[src/rtl/rr_rsp_router_if.sv]
// Handshake bundle between the arbiter/shared resource side and the response router.
// The router takes the slave view; the surrounding logic (or a bench) takes the master view.
interface rr_rsp_router_if #(
   parameter int REQ_NUM = 7,
   parameter int DATA_W  = 32
);
   logic [REQ_NUM-1:0] grant;
   logic               grant_fire;
   logic               id_full;
   logic               rsp_valid;
   logic               rsp_ready;
   logic [DATA_W-1:0]  rsp_data;
   logic [REQ_NUM-1:0] out_valid;
   logic [REQ_NUM-1:0] out_ready;
   logic [DATA_W-1:0]  out_data;

   modport master (
      output grant, grant_fire, rsp_valid, rsp_data, out_ready,
      input  id_full, rsp_ready, out_valid, out_data
   );

   modport slave (
      input  grant, grant_fire, rsp_valid, rsp_data, out_ready,
      output id_full, rsp_ready, out_valid, out_data
   );
endinterface

[src/rtl/rr_rsp_router.sv]
// Records the arbiter winner for each accepted transaction in an ID FIFO and steers
// in-order responses from the shared resource back to the requester that issued them.
module rr_rsp_router #(
   parameter int REQ_NUM = 7,
   parameter int DEPTH   = 4,
   parameter int DATA_W  = 32
) (
   input  logic                   clk,
   input  logic                   rst_n,
   rr_rsp_router_if.slave         bus,
   output logic [$clog2(DEPTH):0] outstanding,
   output logic                   err_ovf,
   output logic                   err_orphan,
   output logic                   err_grant,
   input  logic                   err_clr
);

   localparam int W  = $clog2(REQ_NUM);
   localparam int AW = $clog2(DEPTH);
   localparam int PW = AW + 1;

   logic [W-1:0]  mem [DEPTH];
   logic [PW-1:0] wr_ptr;
   logic [PW-1:0] rd_ptr;
   logic [W-1:0]  head;
   logic [W-1:0]  grant_idx;
   logic          full;
   logic          empty;
   logic          push;
   logic          pop;
   logic          grant_multi;
   logic          rsp_ready_c;
   logic          ovf_evt;
   logic          orphan_evt;
   logic          grant_evt;

   // Extra wrap bit distinguishes full from empty when the index bits match.
   assign full  = (wr_ptr[PW-1] != rd_ptr[PW-1]) && (wr_ptr[AW-1:0] == rd_ptr[AW-1:0]);
   assign empty = (wr_ptr == rd_ptr);
   assign head  = mem[rd_ptr[AW-1:0]];

   always_comb begin
      grant_idx = '0;
      for (int k = REQ_NUM - 1; k >= 0; k--) begin
         if (bus.grant[k]) grant_idx = W'(k);
      end
   end

   assign grant_multi = |(bus.grant & (bus.grant - REQ_NUM'(1)));

   // out_valid is built from head and rsp_valid only, never from out_ready.
   always_comb begin
      bus.out_valid = '0;
      rsp_ready_c   = 1'b0;
      for (int k = 0; k < REQ_NUM; k++) begin
         if (head == W'(k)) begin
            bus.out_valid[k] = bus.rsp_valid & ~empty;
            rsp_ready_c      = ~empty & bus.out_ready[k];
         end
      end
   end

   assign bus.rsp_ready = rsp_ready_c;
   assign bus.out_data  = bus.rsp_data;
   assign bus.id_full   = full;

   assign pop  = bus.rsp_valid & rsp_ready_c;
   assign push = bus.grant_fire & (|bus.grant) & (~full | pop);

   assign ovf_evt    = bus.grant_fire & full & ~pop;
   assign orphan_evt = bus.rsp_valid & empty & ~push;
   assign grant_evt  = bus.grant_fire & (~(|bus.grant) | grant_multi);

   always_ff @(posedge clk) begin
      if (push) mem[wr_ptr[AW-1:0]] <= grant_idx;
   end

   always_ff @(posedge clk or negedge rst_n) begin
      if (!rst_n) begin
         wr_ptr      <= '0;
         rd_ptr      <= '0;
         outstanding <= '0;
      end else begin
         if (push) wr_ptr <= wr_ptr + PW'(1);
         if (pop)  rd_ptr <= rd_ptr + PW'(1);
         case ({push, pop})
            2'b10:   outstanding <= outstanding + PW'(1);
            2'b01:   outstanding <= outstanding - PW'(1);
            default: outstanding <= outstanding;
         endcase
      end
   end

   // A new error event in the clearing cycle keeps its flag set.
   always_ff @(posedge clk or negedge rst_n) begin
      if (!rst_n) begin
         err_ovf    <= 1'b0;
         err_orphan <= 1'b0;
         err_grant  <= 1'b0;
      end else begin
         err_ovf    <= ovf_evt    | (err_ovf    & ~err_clr);
         err_orphan <= orphan_evt | (err_orphan & ~err_clr);
         err_grant  <= grant_evt  | (err_grant  & ~err_clr);
      end
   end

endmodule

[src/flat_wrapper.sv]
// flat-port wrapper written by rule: the top's interface ports become plain ports
module rr_rsp_router_flat 
#(
   parameter int REQ_NUM = 7,
   parameter int DEPTH   = 4,
   parameter int DATA_W  = 32
)
  (clk, rst_n, outstanding, err_ovf, err_orphan, err_grant, err_clr, bus_grant, bus_grant_fire, bus_rsp_valid, bus_rsp_data, bus_out_ready, bus_id_full, bus_rsp_ready, bus_out_valid, bus_out_data);
  rr_rsp_router_if #(.REQ_NUM(REQ_NUM), .DATA_W(DATA_W)) bus_i ();
  input  logic clk;
  input  logic rst_n;
  output logic [$clog2(DEPTH):0] outstanding;
  output logic err_ovf;
  output logic err_orphan;
  output logic err_grant;
  input  logic err_clr;
  input wire logic [$bits(bus_i.grant)-1:0] bus_grant;
  input wire logic [$bits(bus_i.grant_fire)-1:0] bus_grant_fire;
  input wire logic [$bits(bus_i.rsp_valid)-1:0] bus_rsp_valid;
  input wire logic [$bits(bus_i.rsp_data)-1:0] bus_rsp_data;
  input wire logic [$bits(bus_i.out_ready)-1:0] bus_out_ready;
  output wire logic [$bits(bus_i.id_full)-1:0] bus_id_full;
  output wire logic [$bits(bus_i.rsp_ready)-1:0] bus_rsp_ready;
  output wire logic [$bits(bus_i.out_valid)-1:0] bus_out_valid;
  output wire logic [$bits(bus_i.out_data)-1:0] bus_out_data;
  assign bus_i.grant = bus_grant;
  assign bus_i.grant_fire = bus_grant_fire;
  assign bus_i.rsp_valid = bus_rsp_valid;
  assign bus_i.rsp_data = bus_rsp_data;
  assign bus_i.out_ready = bus_out_ready;
  assign bus_id_full = bus_i.id_full;
  assign bus_rsp_ready = bus_i.rsp_ready;
  assign bus_out_valid = bus_i.out_valid;
  assign bus_out_data = bus_i.out_data;
  rr_rsp_router #(.REQ_NUM(REQ_NUM), .DEPTH(DEPTH), .DATA_W(DATA_W)) u_core (.clk(clk), .rst_n(rst_n), .bus(bus_i), .outstanding(outstanding), .err_ovf(err_ovf), .err_orphan(err_orphan), .err_grant(err_grant), .err_clr(err_clr));
endmodule
[config.mk]
export PLATFORM = sky130hd
export DESIGN_NAME = rr_rsp_router_flat
export DESIGN_NICKNAME = d
export VERILOG_FILES = /design/src/rtl/rr_rsp_router_if.sv /design/src/rtl/rr_rsp_router.sv /design/src/flat_wrapper.sv
export SDC_FILE = /design/constraint.sdc
export NUM_CORES = 1
export LEC_CHECK = 0
export ABC_AREA = 1
export CAP_MARGIN = 20
export CELL_PAD_IN_SITES_DETAIL_PLACEMENT = 1
export CELL_PAD_IN_SITES_GLOBAL_PLACEMENT = 1
export CORE_ASPECT_RATIO = 0.9
export CORE_UTILIZATION = 29
export DETAILED_ROUTE_END_ITERATION = 8
export GPL_TIMING_DRIVEN = 0
export HOLD_SLACK_MARGIN = 0.05
export PLACE_DENSITY_LB_ADDON = 0.1
export SYNTH_ARGS = -nofsm -noshare
export SYNTH_HDL_FRONTEND = slang
export SYNTH_SLANG_ARGS = --single-unit
[constraint.sdc]
create_clock -name clk -period 4.6 [get_ports clk]
set_input_delay 0.92 -clock clk [delete_from_list [all_inputs] [get_ports clk]]
set_output_delay 0.92 -clock clk [all_outputs]
set_load 0.02 [all_outputs]
==> results_dict.tcl, run 1 <==
set metrics [dict create \
    status "finished, final reports clean" \
    cp_max_fo 7 \
    tightest_slew_ns 0.612 \
    hp-start "u_core.outstanding[2]" \
    first_pass_iters 4 \
    grt_usage_pct 13.1 \
    grt_start_max_net_pins 14 \
    final_cell_mix "clkdlybuf4s50_1, nand2_1, buf_4, nor2_1, inv_1" \
    path_clk_slew_ns 0.09 \
    fin_util_pct 44.4 \
    viasPerCell 4.41 \
    n_antenna_cell 0 \
    worstSetupPathType "in -> out" \
    finalSetupViolCount 0 \
    maxCapViolCount 0 \
    ys_warn_count 0 \
    hp-class "reg -> reg" \
    clock_latency_ns 0.27 \
    post-route-period-util_pct 75.1 \
    multiInputGateArea_um2 796 \
    die-area_um2 6560 \
    htree_levels 1 \
    fillers 690 \
    clockBufferDepth 2 \
    rsz0062_at_grt "no" \
    synth.area.top_cells "edfxtp_1, dfrtp_1, buf_4" \
    postRouteAntennaNets 0 \
    synthCells 217 \
    postCtsSetupBuffers 0 \
    slew_headroom_pct 59.1 \
    die_y_um 76.9 \
    cts_tree "done" \
    static-leakage-power_nw 1.17 \
    min_period_ns 3.45 \
    hpwlAfterDp_um 3550 \
    syn-num-nets 275 \
    cts_inserted_buffers 3 \
    clock_tree.root_cell "clkbuf_8" \
    setup_tns_ns 0 \
    reg2reg_from "u_core.rd_ptr[0]" \
    yosysTopAreaCellShare_pct 19.9 \
    post-route-drc-count 0 \
    fin_nets 345 \
    mostFrequentLayoutCell "clkdlybuf4s50_1" \
    overflow 0 \
    cts.sinks 24 \
    ys_seq_area_share_pct 36.5 \
    min_to "u_core.outstanding[2]" \
    grt_pass1_vias 1571 \
    grt_pass1_wl_um 7130 \
    drt_iter0_markers 25 \
    skew_ns 0.0167 \
    antenna_found_initial 0 \
    power_mw 1.45 \
    vias 1570 \
    gp_congestion 0.673 \
    powerDensity_nw_per_um2 557 \
    arrival_ns 2.53 \
    cts_hold_buffers 0 \
    drive_gt1_share_pct 24.1 \
    hold_viol_final 0 \
    area_growth_pct 43.8 \
    port-buffer-count 65 \
    yosysTopAreaCell "edfxtp_1" \
    fp-row-count 26 \
    startpoint "bus_rsp_valid" \
    r2r_cells 22 \
    synth_area_um2 1810 \
    r2r_slack_ns 1.81 \
    ios 98 \
    worstPathRequired_ns 3.68 \
    ys_ff_latch 24 \
    ir_worst_vdd_v 0.000179 \
    drt_wl_total_um 4160 \
    start_util_pct 30.9 \
    syn_avg_cell_area_um2 8.34 \
    startpoint_type "primary input" \
    worstSetupEndpointType "primary output" \
    yosysUniqueCellTypes 26 \
    whs_path_depth 1 \
    wl_per_cell_um 11.7 \
    seqCellArea_um2 661 \
    fmax_ghz 0.290 \
    die_w_um 85.3 \
    report.final.slew_viol_count 0 \
    cts-resized-gates 0 \
    coreArea_um2 5860 \
    worstReg2RegEnd "u_core.outstanding[2]" \
]
[area by class of cell]
type	instances	area share, %
buffer	34	10.1
clock buffer	4	2.12
inverter	22	3.46
multi-input combinational	137	30.6
sequential	24	25.4
tap	70	3.37
timing repair buffer	65	25.0
[Yosys cell counts, drive strengths merged]
master,number
a21boi,1
a21oi,2
buf,34
dfrtp,12
edfxtp,12
fa,1
ha,6
inv,22
nand2,59
nand3,17
nand3b,1
nor2,30
nor3,3
nor4,1
o211ai,1
o21ai,7
xnor2,5
xor2,3
[critical path: stages]
cell             delay (ns)
clkdlybuf4s50_1        0.55
nand2_1                0.20
nor4_1                 0.21
clkdlybuf4s50_1        0.66
[kinds of logic after synthesis]
family | after synthesis | synth area share, %
buf+inv | 56 | 19.5
xor+xnor | 8 | 3.87
compound gates | 11 | 3.32
simple gates | 111 | 31.5
flops | 24 | 36.5
fa+ha+maj | 7 | 5.26
[sequential cells by signal, summed over array words and instances (netlist names)]
signal / count
u_core.err_ovf: 1
u_core.wr_ptr: 3
u_core.mem: 12
u_core.err_orphan: 1
u_core.err_grant: 1
u_core.rd_ptr: 3
u_core.outstanding: 3
[layer usage]
metal  GRT usage, %  share of wire (%)  routed length (um)  vias up
li1               -                  -                   -      788
met1           16.8                 46                1920      694
met2           22.7                 43                1800       84
met3           3.01                9.8                 409        4
met4           2.50               0.60                  25        0
met5              0                  0                   0        -
[how the worst max path moves through the flow]
stage	slack (ns)	to	depth (start not counted)
after floorplan	1.95	u_core.outstanding[2]	15
after global placement	1.14	bus_out_valid[3]	4
after detailed placement	1.13	bus_out_valid[3]	4
after CTS	1.12	bus_out_valid[3]	4
after global routing	0.97	bus_out_valid[3]	4
final	1.15	bus_out_valid[3]	4
[report_power, final]
part	total [mW]	switching [mW]	internal [mW]
Clock	0.140	0.0641	0.0763
Sequential	0.358	0.0545	0.304
Combinational	0.950	0.554	0.395
[through the flow]
step | setup slack [ns] | std cells | area (um2) | hold WS, ns
floorplan | 1.95 | 217 | 1810 | 0.512
global placement | 1.14 | 352 | 2550 | 0.466
detailed placement | 1.13 | 352 | 2550 | 0.468
CTS | 1.12 | 356 | 2600 | 0.486
global route | 0.972 | 356 | 2600 | 0.521
finish | 1.15 | 356 | 2600 | 0.479
Power figures use the tool's default switching activity.
==> run 2, diff against run 1 <==
--- a/config.mk
+++ b/config.mk
@@ -10,7 +10,7 @@
 export CELL_PAD_IN_SITES_DETAIL_PLACEMENT = 1
 export CELL_PAD_IN_SITES_GLOBAL_PLACEMENT = 1
 export CORE_ASPECT_RATIO = 0.9
-export CORE_UTILIZATION = 29
+export CORE_UTILIZATION = 27
 export DETAILED_ROUTE_END_ITERATION = 8
 export GPL_TIMING_DRIVEN = 0
 export HOLD_SLACK_MARGIN = 0.05
==> constraint.sdc (replaced) <==
create_clock -name clk -period 3.38 [get_ports clk]
set_input_delay 0.676 -clock clk [delete_from_list [all_inputs] [get_ports clk]]
set_output_delay 0.676 -clock clk [all_outputs]
set_load 0.02 [all_outputs]
==> results_dict.tcl, run 2 (synthesis gave the netlist of run 1 again) <==
set metrics [dict create \
    drive_gt1_share_pct 24.1 \
    gp_congestion 0.694 \
    final_cell_mix "clkdlybuf4s50_1, nand2_1, buf_4, nor2_1, inv_1" \
    mostFrequentLayoutCell "clkdlybuf4s50_1" \
    ir_worst_vdd_v 0.000230 \
    tightest_slew_ns 0.573 \
    post-route-drc-count 0 \
    die_y_um 79.7 \
    n_antenna_cell 0 \
    rsz0062_at_grt "no" \
    power.internal_mw 1.06 \
    clockPowerShare_pct 9.6 \
    cp_max_fo 7 \
    fp-row-count 27 \
    hpwlAfterDp_um 3280 \
    first_pass_iters 3 \
    hp-class "reg -> reg" \
    maxCapViolCount 0 \
    cts_tree "done" \
    worstSetupEndpointType "primary output" \
    hold_ws_ns 0.475 \
    powerDensity_nw_per_um2 752 \
    largest_reg_flops 12 \
    pwr-share-comb_pct 65.7 \
    drt_wl_total_um 3900 \
    placed_cell_area_um2 2570 \
    grt_pass1_wl_um 6090 \
    slowest_stage "clkdlybuf4s50_1" \
    postCtsSetupBuffers 0 \
    cts_hold_buffers 0 \
    vias 1509 \
    hold_viol_final 0 \
    final_cells 373 \
    overflow 0 \
    start_util_pct 28.8 \
    area_growth_pct 45.0 \
    grt_usage_pct 10.9 \
    worstSetupPathType "in -> out" \
    p_sw_mw 0.916 \
    setup_tns_ns 0 \
    post-route-period-util_pct 88.9 \
    cts-resized-gates 0 \
    static-leakage-power_nw 1.17 \
    seqPwrFrac_pct 24.7 \
    arrival_ns 2.33 \
    drt_iter0_markers 21 \
    htree_levels 1 \
    min_period_ns 3.00 \
    port-buffer-count 65 \
    viasPerCell 4.05 \
    cpLargestDelayFamily "buffers and inverters" \
    antenna_found_initial 0 \
    clockBufferDepth 2 \
    postRouteAntennaNets 0 \
    wl_per_cell_um 10.4 \
    worstPathRequired_ns 2.70 \
    report.final.slew_viol_count 0 \
    die-area_um2 7030 \
    switching_share_pct 46.4 \
    ios 98 \
    finalSetupViolCount 0 \
    die_w_um 88.3 \
    dp_cells 369 \
    power_mw 1.97 \
    status "finished, final reports clean" \
    grt_start_max_net_pins 14 \
    fmax_ghz 0.333 \
    path_clk_slew_ns 0.09 \
    slew_headroom_pct 61.7 \
    clock_latency_ns 0.27 \
    fin_area_um2 2620 \
    skew_ns 0.0172 \
    cts.sinks 24 \
    cpPeakStageDelay_ns 0.66 \
    grt_pass1_vias 1391 \
    cp_common_cell "clkdlybuf4s50_1" \
    fin_nets 345 \
    coreArea_um2 6280 \
    cts_inserted_buffers 3 \
    clock_tree.root_cell "clkbuf_8" \
    startpoint_type "primary input" \
    worstPathBufferInverterCount 2 \
    crit_chain "clkdlybuf4s50_1 -> nand2_1 -> nor4_1 -> clkdlybuf4s50_1" \
]
[run 2: cell counts in the layout (fill, tap and decap cells not counted)]
Identical to the previous run, type by type.
[run 2: path summary, 6_finish.rpt]
path	from	slack, ns	endpoint	cells after the start
max in group asynchronous	rst_n	2.24	u_core.wr_ptr[0]	1
min reg2reg	u_core.outstanding[2]	0.48	u_core.outstanding[2]	1
max	bus_rsp_valid	0.38	bus_out_valid[3]	4
max reg2reg	u_core.rd_ptr[0]	0.52	u_core.outstanding[2]	22
min	u_core.outstanding[2]	0.48	u_core.outstanding[2]	1
min in group asynchronous	rst_n	0.77	u_core.outstanding[1]	1
[run 2: cell type report]
cell class	count	area, um2
multi-input combinational	137	796
tap	87	109
fill	781	3660
clock buffer	4	55.1
buffer	34	263
inverter	22	90.1
sequential	24	661
timing repair buffer	65	651
[run 2: power groups by stage]
| stage | Clock [mW] | Sequential, mW | Combinational (mW) |
|---|---|---|---|
| detailed placement | 0 | 0.494 | 1.31 |
| floorplan | 0 | 0.515 | 0.905 |
| global route | 0.207 | 0.500 | 1.45 |
| finish | 0.189 | 0.486 | 1.30 |
| global placement | 0 | 0.492 | 1.30 |
| CTS | 0.198 | 0.487 | 1.32 |
[run 2: metal layers]
metal  routed length [um]  global-route usage (%)  vias to the layer above
met5                    0                       0                        -
met4                   24                    2.90                        0
met3                  303                    1.76                        2
met2                 1790                    18.9                       51
met1                 1780                    13.9                      670
li1                     -                       -                      786
[run 2: worst register-to-register path, cell delays in order (launching register included)]
cell	delay [ns]
dfrtp_1	0.40
buf_6	0.15
inv_8	0.07
nand2_2	0.05
nand2_1	0.05
nand2_1	0.06
nand2_2	0.13
nor2_2	0.05
nand2_1	0.08
nor2_1	0.05
nor2_1	0.08
nand2_1	0.08
nand2_2	0.08
nand2_4	0.06
nand2_4	0.11
nand2_8	0.09
nand2_8	0.12
ha_1	0.15
inv_1	0.06
fa_1	0.38
a21oi_1	0.15
o21ai_0	0.14
xnor2_1	0.15
[run 2: per-stage QoR]
| step | util [%] | setup WS (ns) |
|---|---|---|
| 6_report | 41.8 | 0.377 |
| 5_1_grt | 41.8 | 0.235 |
| 3_3_place_gp | 40.9 | 0.323 |
| 3_5_place_dp | 40.9 | 0.267 |
| 2_1_floorplan | - | 0.770 |
| 4_1_cts | 41.8 | 0.363 |
